File: config.mk
export PLATFORM = sky130hd
export DESIGN_NAME = score_display_ctrl_flat
export DESIGN_NICKNAME = d
export VERILOG_FILES = /design/src/rtl/score_display_ctrl_if.sv /design/src/rtl/score_display_ctrl.sv /design/src/flat_wrapper.sv
export SDC_FILE = /design/constraint.sdc
export NUM_CORES = 1
export LEC_CHECK = 0
export ABC_AREA = 0
export CORE_UTILIZATION = 40
export CTS_CLUSTER_DIAMETER = 120
export DETAILED_ROUTE_END_ITERATION = 12
export GPL_TIMING_DRIVEN = 1
export PLACE_DENSITY_LB_ADDON = 0.2
export SYNTH_ARGS = -nofsm -noshare
export SYNTH_HDL_FRONTEND = slang
export SYNTH_SLANG_ARGS = --single-unit
File: constraint.sdc
create_clock -name clk -period 10.1 [get_ports clk]
set_input_delay 1.01 -clock clk [delete_from_list [all_inputs] [get_ports clk]]
set_output_delay 1.01 -clock clk [all_outputs]
set_load 0.01 [all_outputs]
File: src/rtl/score_display_ctrl_if.sv
// Bus between the game logic and the score/message display controller.
// The game side drives scores and messages; the controller returns the digit bus and status.
interface score_display_ctrl_if;
   logic [13:0] score_in;
   logic        score_load;
   logic [15:0] msg_in;
   logic        msg_load;
   logic [15:0] digits;
   logic        conv_busy;
   logic        msg_active;

   modport master (
      output score_in, score_load, msg_in, msg_load,
      input  digits, conv_busy, msg_active
   );

   modport slave (
      input  score_in, score_load, msg_in, msg_load,
      output digits, conv_busy, msg_active
   );
endinterface

File: src/rtl/score_display_ctrl.sv
// Score-to-BCD conversion (sequential double dabble) and arbitration of the
// 4-digit display between the score and timed overlay messages.
module score_display_ctrl #(
   parameter int HOLD_CYCLES = 50000000,
   parameter int HOLD_W      = 26
) (
   input  logic                 clk,
   input  logic                 rst,
   score_display_ctrl_if.slave  bus
);

   localparam int          CONV_STEPS = 14;
   localparam logic [13:0] SCORE_MAX  = 14'd9999;

   typedef enum logic {
      IDLE = 1'b0,
      CONV = 1'b1
   } conv_state_e;

   // Asynchronous assertion, synchronised release so every register leaves reset on the same edge.
   logic [1:0] rst_sync_q;
   logic       rst_int_n;

   always_ff @(posedge clk or negedge rst) begin
      if (!rst) begin
         rst_sync_q <= 2'b00;
      end else begin
         rst_sync_q <= {rst_sync_q[0], 1'b1};
      end
   end

   assign rst_int_n = rst_sync_q[1];

   conv_state_e state_q, state_d;
   logic [29:0] shift_q, shift_d;
   logic [3:0]  iter_q, iter_d;
   logic        busy_q, busy_d;
   logic [15:0] score_bcd_q, score_bcd_d;
   logic [13:0] pend_q, pend_d;
   logic        pend_flag_q, pend_flag_d;

   logic [HOLD_W-1:0] hold_q, hold_d;
   logic              active_q, active_d;
   logic [15:0]       msg_q, msg_d;

   logic [13:0] score_sat;
   logic [15:0] bcd_adj;
   logic [29:0] shift_next;

   assign score_sat = (bus.score_in > SCORE_MAX) ? SCORE_MAX : bus.score_in;

   generate
      for (genvar gi = 0; gi < 4; gi++) begin : g_dabble
         logic [3:0] nib;
         assign nib = shift_q[14 + 4*gi +: 4];
         assign bcd_adj[4*gi +: 4] = (nib >= 4'd5) ? nib + 4'd3 : nib;
      end
   endgenerate

   assign shift_next = {bcd_adj[14:0], shift_q[13:0], 1'b0};

   always_ff @(posedge clk or negedge rst_int_n) begin
      if (!rst_int_n) begin
         state_q     <= IDLE;
         shift_q     <= '0;
         iter_q      <= '0;
         busy_q      <= 1'b0;
         score_bcd_q <= '0;
         pend_q      <= '0;
         pend_flag_q <= 1'b0;
         hold_q      <= '0;
         active_q    <= 1'b0;
         msg_q       <= '0;
      end else begin
         state_q     <= state_d;
         shift_q     <= shift_d;
         iter_q      <= iter_d;
         busy_q      <= busy_d;
         score_bcd_q <= score_bcd_d;
         pend_q      <= pend_d;
         pend_flag_q <= pend_flag_d;
         hold_q      <= hold_d;
         active_q    <= active_d;
         msg_q       <= msg_d;
      end
   end

   always_comb begin
      state_d     = state_q;
      shift_d     = shift_q;
      iter_d      = iter_q;
      busy_d      = busy_q;
      score_bcd_d = score_bcd_q;
      pend_d      = pend_q;
      pend_flag_d = pend_flag_q;

      case (state_q)
         IDLE: begin
            // A fresh load in IDLE supersedes any pending value: it is the newest score.
            if (bus.score_load) begin
               shift_d     = {16'h0000, score_sat};
               iter_d      = '0;
               busy_d      = 1'b1;
               pend_flag_d = 1'b0;
               state_d     = CONV;
            end else if (pend_flag_q) begin
               shift_d     = {16'h0000, pend_q};
               iter_d      = '0;
               busy_d      = 1'b1;
               pend_flag_d = 1'b0;
               state_d     = CONV;
            end
         end
         CONV: begin
            shift_d = shift_next;
            if (iter_q == 4'(CONV_STEPS - 1)) begin
               score_bcd_d = shift_next[29:14];
               busy_d      = 1'b0;
               state_d     = IDLE;
            end else begin
               iter_d = iter_q + 4'd1;
            end
            if (bus.score_load) begin
               pend_d      = score_sat;
               pend_flag_d = 1'b1;
            end
         end
         default: begin
            state_d = IDLE;
            busy_d  = 1'b0;
         end
      endcase
   end

   always_comb begin
      hold_d   = hold_q;
      active_d = active_q;
      msg_d    = msg_q;
      if (bus.msg_load) begin
         msg_d    = bus.msg_in;
         hold_d   = HOLD_W'(HOLD_CYCLES - 1);
         active_d = 1'b1;
      end else if (active_q) begin
         if (hold_q == '0) begin
            active_d = 1'b0;
         end else begin
            hold_d = hold_q - 1'b1;
         end
      end
   end

   assign bus.digits     = active_q ? msg_q : score_bcd_q;
   assign bus.conv_busy  = busy_q;
   assign bus.msg_active = active_q;

endmodule

File: src/flat_wrapper.sv
// flat-port wrapper written by rule: the top's interface ports become plain ports
module score_display_ctrl_flat 
#(
   parameter int HOLD_CYCLES = 50000000,
   parameter int HOLD_W      = 26
)
  (clk, rst, bus_score_in, bus_score_load, bus_msg_in, bus_msg_load, bus_digits, bus_conv_busy, bus_msg_active);
  score_display_ctrl_if bus_i ();
  input  logic clk;
  input  logic rst;
  input wire logic [$bits(bus_i.score_in)-1:0] bus_score_in;
  input wire logic [$bits(bus_i.score_load)-1:0] bus_score_load;
  input wire logic [$bits(bus_i.msg_in)-1:0] bus_msg_in;
  input wire logic [$bits(bus_i.msg_load)-1:0] bus_msg_load;
  output wire logic [$bits(bus_i.digits)-1:0] bus_digits;
  output wire logic [$bits(bus_i.conv_busy)-1:0] bus_conv_busy;
  output wire logic [$bits(bus_i.msg_active)-1:0] bus_msg_active;
  assign bus_i.score_in = bus_score_in;
  assign bus_i.score_load = bus_score_load;
  assign bus_i.msg_in = bus_msg_in;
  assign bus_i.msg_load = bus_msg_load;
  assign bus_digits = bus_i.digits;
  assign bus_conv_busy = bus_i.conv_busy;
  assign bus_msg_active = bus_i.msg_active;
  score_display_ctrl #(.HOLD_CYCLES(HOLD_CYCLES), .HOLD_W(HOLD_W)) u_core (.clk(clk), .rst(rst), .bus(bus_i));
endmodule
==> metrics.yaml <==
outcome:
  status: "complete, no violations"
pwr:
  leakagePower_nw: 2.71
  vdd_drop_max_v: 0.000106
  powerDensity_nw_per_um2: 218
clock_network:
  root_buffer: "clkbuf_16"
  cts_tree: "built"
  cts.clk_slew.worst_paths_ns: 0.07
  clock_latency_ns: 0.35
  cts.path.max_buffers: 2
  cts_max_level: 3
  clock_sinks: 112
  cts.repair.resized: 0
  postCtsSetupBuffers: 0
  cts_hold_buf: 0
  cts_buffers: 9
yosys:
  synth_edf_count: 0
  synth_cell_types: 56
  yosysSeqAreaShare_pct: 50.3
  synth.net_count: 591
  synthCells: 546
  synthFlopType: "dfrtp_1"
  synth_area_um2: 5570
  postSynthAreaPerCell_um2: 10.2
  yosys_warnings: 0
  async_flop_share_pct: 100
  ys_seq_elements: 112
die:
  design.portCount: 52
  initial_core_util_pct: 41.5
  fp.dieH_um: 120
  core_area_um2: 13400
  dieWidth_um: 120
  rows: 42
  die_area_um2: 14400
sta:
  finalHoldViolCount: 0
  hold_ws_ns: 0.352
  rsz0062_at_grt: "no"
  slew_viol_final: 0
  fin_tns_setup_ns: 0
  period_share_pct: 32.2
  setup_violations: 0
  fmax_mhz: 307
  fin_crit_ns: 3.25
  relSlewSlack_pct: 19.8
  clock_skew_ns: 0.00979
  tightestPinTransition_ns: 1.20
critical_path:
  start_kind: "flop"
  cp_data_required_time_ns: 9.09
  endpoint: "bus_digits[0]"
  reg2reg_depth: 5
  cp-end-kind: "primary output"
  crit_fanout: 21
  worstSetupStartpoint: "u_core.bus.msg_active$_DFF_PN0_"
  crit_arrival_ns: 2.24
  reg2reg_slack_ns: 7.42
  crit_type: "reg2out"
  worstReg2RegStart: "u_core.bus.msg_active$_DFF_PN0_"
  reg2reg_to: "u_core.hold_q[25]$_DFFE_PN0P_"
drt:
  vias: 4117
  first_iter_violations: 216
  drc: 0
  dr.pass1.iters: 4
  vias_per_cell: 5.38
  ant_nets: 0
  wire_per_inst_um: 15.3
  wl_um: 11700
grt:
  overflow: 0
  antenna_found_initial: 0
  grt_use_total_pct: 17.5
  grt_pass1_vias: 4017
  grt_max_degree: 61
  grt_pass1_wl_um: 19900
placement:
  placedCellCount: 749
  hpwl_um: 7870
  gp_congestion: 0.797
  port_buffers: 51
flow_run:
  maxCapViolCount: 0
layout:
  syn2layout_area_growth_pct: 16.2
  final_nets: 629
  stdcell_count: 765
  drive_above_1_share_pct: 13.1
  num_antenna_cells: 0
  finalCoreUtilization_pct: 48.3
worst_hold_path:
  min_path_cells: 0
  worstHoldPathType: "reg2reg"
cells in the final DEF (no fill, tap or decap), types with 8 or more instances in the layout:
cell             count
nor3b_1              8
nor3_1              11
ha_1                11
nand3_1             17
dfrtp_1            111
nand2_1             77
clkbuf_16            9
or4_1                9
o31ai_1             12
o21ai_0             55
clkdlybuf4s50_1     51
a21oi_1             26
mux2_2              38
mux2i_1             15
inv_1               15
nor2_1              31
worst min-delay path by stage:
stage,from,endpoint,slack (ns)
6_report,u_core.rst_sync_q[0]$_DFF_PN0_,u_core.rst_sync_q[1]$_DFF_PN0_,0.35
4_1_cts,u_core.rst_sync_q[0]$_DFF_PN0_,u_core.rst_sync_q[1]$_DFF_PN0_,0.36
2_1_floorplan,u_core.rst_sync_q[0]$_DFF_PN0_,u_core.rst_sync_q[1]$_DFF_PN0_,0.33
3_3_place_gp,u_core.rst_sync_q[0]$_DFF_PN0_,u_core.rst_sync_q[1]$_DFF_PN0_,0.34
5_1_grt,u_core.rst_sync_q[0]$_DFF_PN0_,u_core.rst_sync_q[1]$_DFF_PN0_,0.36
3_5_place_dp,u_core.rst_sync_q[0]$_DFF_PN0_,u_core.rst_sync_q[1]$_DFF_PN0_,0.34
where the power goes:
part / switching [mW] / internal, mW
Sequential: 0.109 / 0.568
Combinational: 0.214 / 0.188
Clock: 0.158 / 0.174
Total: 0.481 / 0.930
layer usage:
metal	global-route usage [%]	part of all wire [%]	routed length (µm)	vias up
met5	0	0	0	-
met4	4.92	0.63	74	0
met3	4.42	3.3	388	4
met2	27.2	47	5460	52
met1	24.1	49	5750	2037
li1	-	-	-	2024
sequential cells by signal (all words and copies together), names as in the netlist, 2 cells and up:
signal              count
u_core.score_bcd_q     16
u_core.rst_sync_q       2
u_core.shift_q         30
u_core.iter_q           4
u_core.hold_q          26
u_core.msg_q           16
u_core.pend_q          14
kinds of logic (layout without fill, tap and decap cells):
logic type | after synthesis | after routing | share of synthesized area, %
AO/OA/AOI/OAI | 119 | 119 | 12.8
flip-flops | 112 | 112 | 50.3
multiplexers | 53 | 53 | 10.4
other | 1 | 1 | 0.0674
XOR/XNOR | 9 | 9 | 1.42
buffers and inverters | 42 | 85 | 3.42
AND/OR/NAND/NOR | 199 | 199 | 19.1
adder cells (fa/ha/maj) | 11 | 11 | 2.47
critical path, stage by stage, from the launching register on:
cell             delay (ns)
dfrtp_1                0.97
mux2_2                 0.44
clkdlybuf4s50_1        0.48
stage by stage:
stage | power, mW | worst slack, ns | area (µm²)
2_1_floorplan | 0.954 | 6.75 | 5570
3_3_place_gp | 1.07 | 6.95 | 6190
3_5_place_dp | 1.09 | 6.91 | 6190
4_1_cts | 1.43 | 6.81 | 6470
5_1_grt | 1.52 | 6.71 | 6470
6_report | 1.41 | 6.85 | 6470
cells in the mapped netlist, drive strengths merged, types with 2 or more instances:
library cell	n	area, µm²
a221oi	4	35.0
ha	11	138
or4	13	105
nor3b	8	60.1
nor2b	6	37.5
mux2	38	428
inv	15	56.3
xor2	3	26.3
nor2	31	116
buf	9	61.3
o211ai	4	30.0
o31ai	12	90.1
a211o	3	26.3
xnor2	6	52.6
or3	7	52.6
a22o	3	26.3
mux2i	15	150
a211oi	3	22.5
nand3	17	85.1
clkbuf	17	63.8
nor4	8	71.3
a31oi	2	12.5
nor3	14	92.6
nand2b	4	25.0
o21ai	58	302
nand4	5	46.3
a21oi	26	130
or2	2	12.5
dfrtp	112	2800
nand2	77	289
cell type report:
type	instances	area, µm²
well taps	176	220
clock buffers	11	243
multi-input cells	392	2580
flip-flops and latches	112	2810
inverters	15	56.3
clock inverters	5	32.5
fillers	1238	6930
repair buffers	54	533
(Power assumes the default switching activity.)
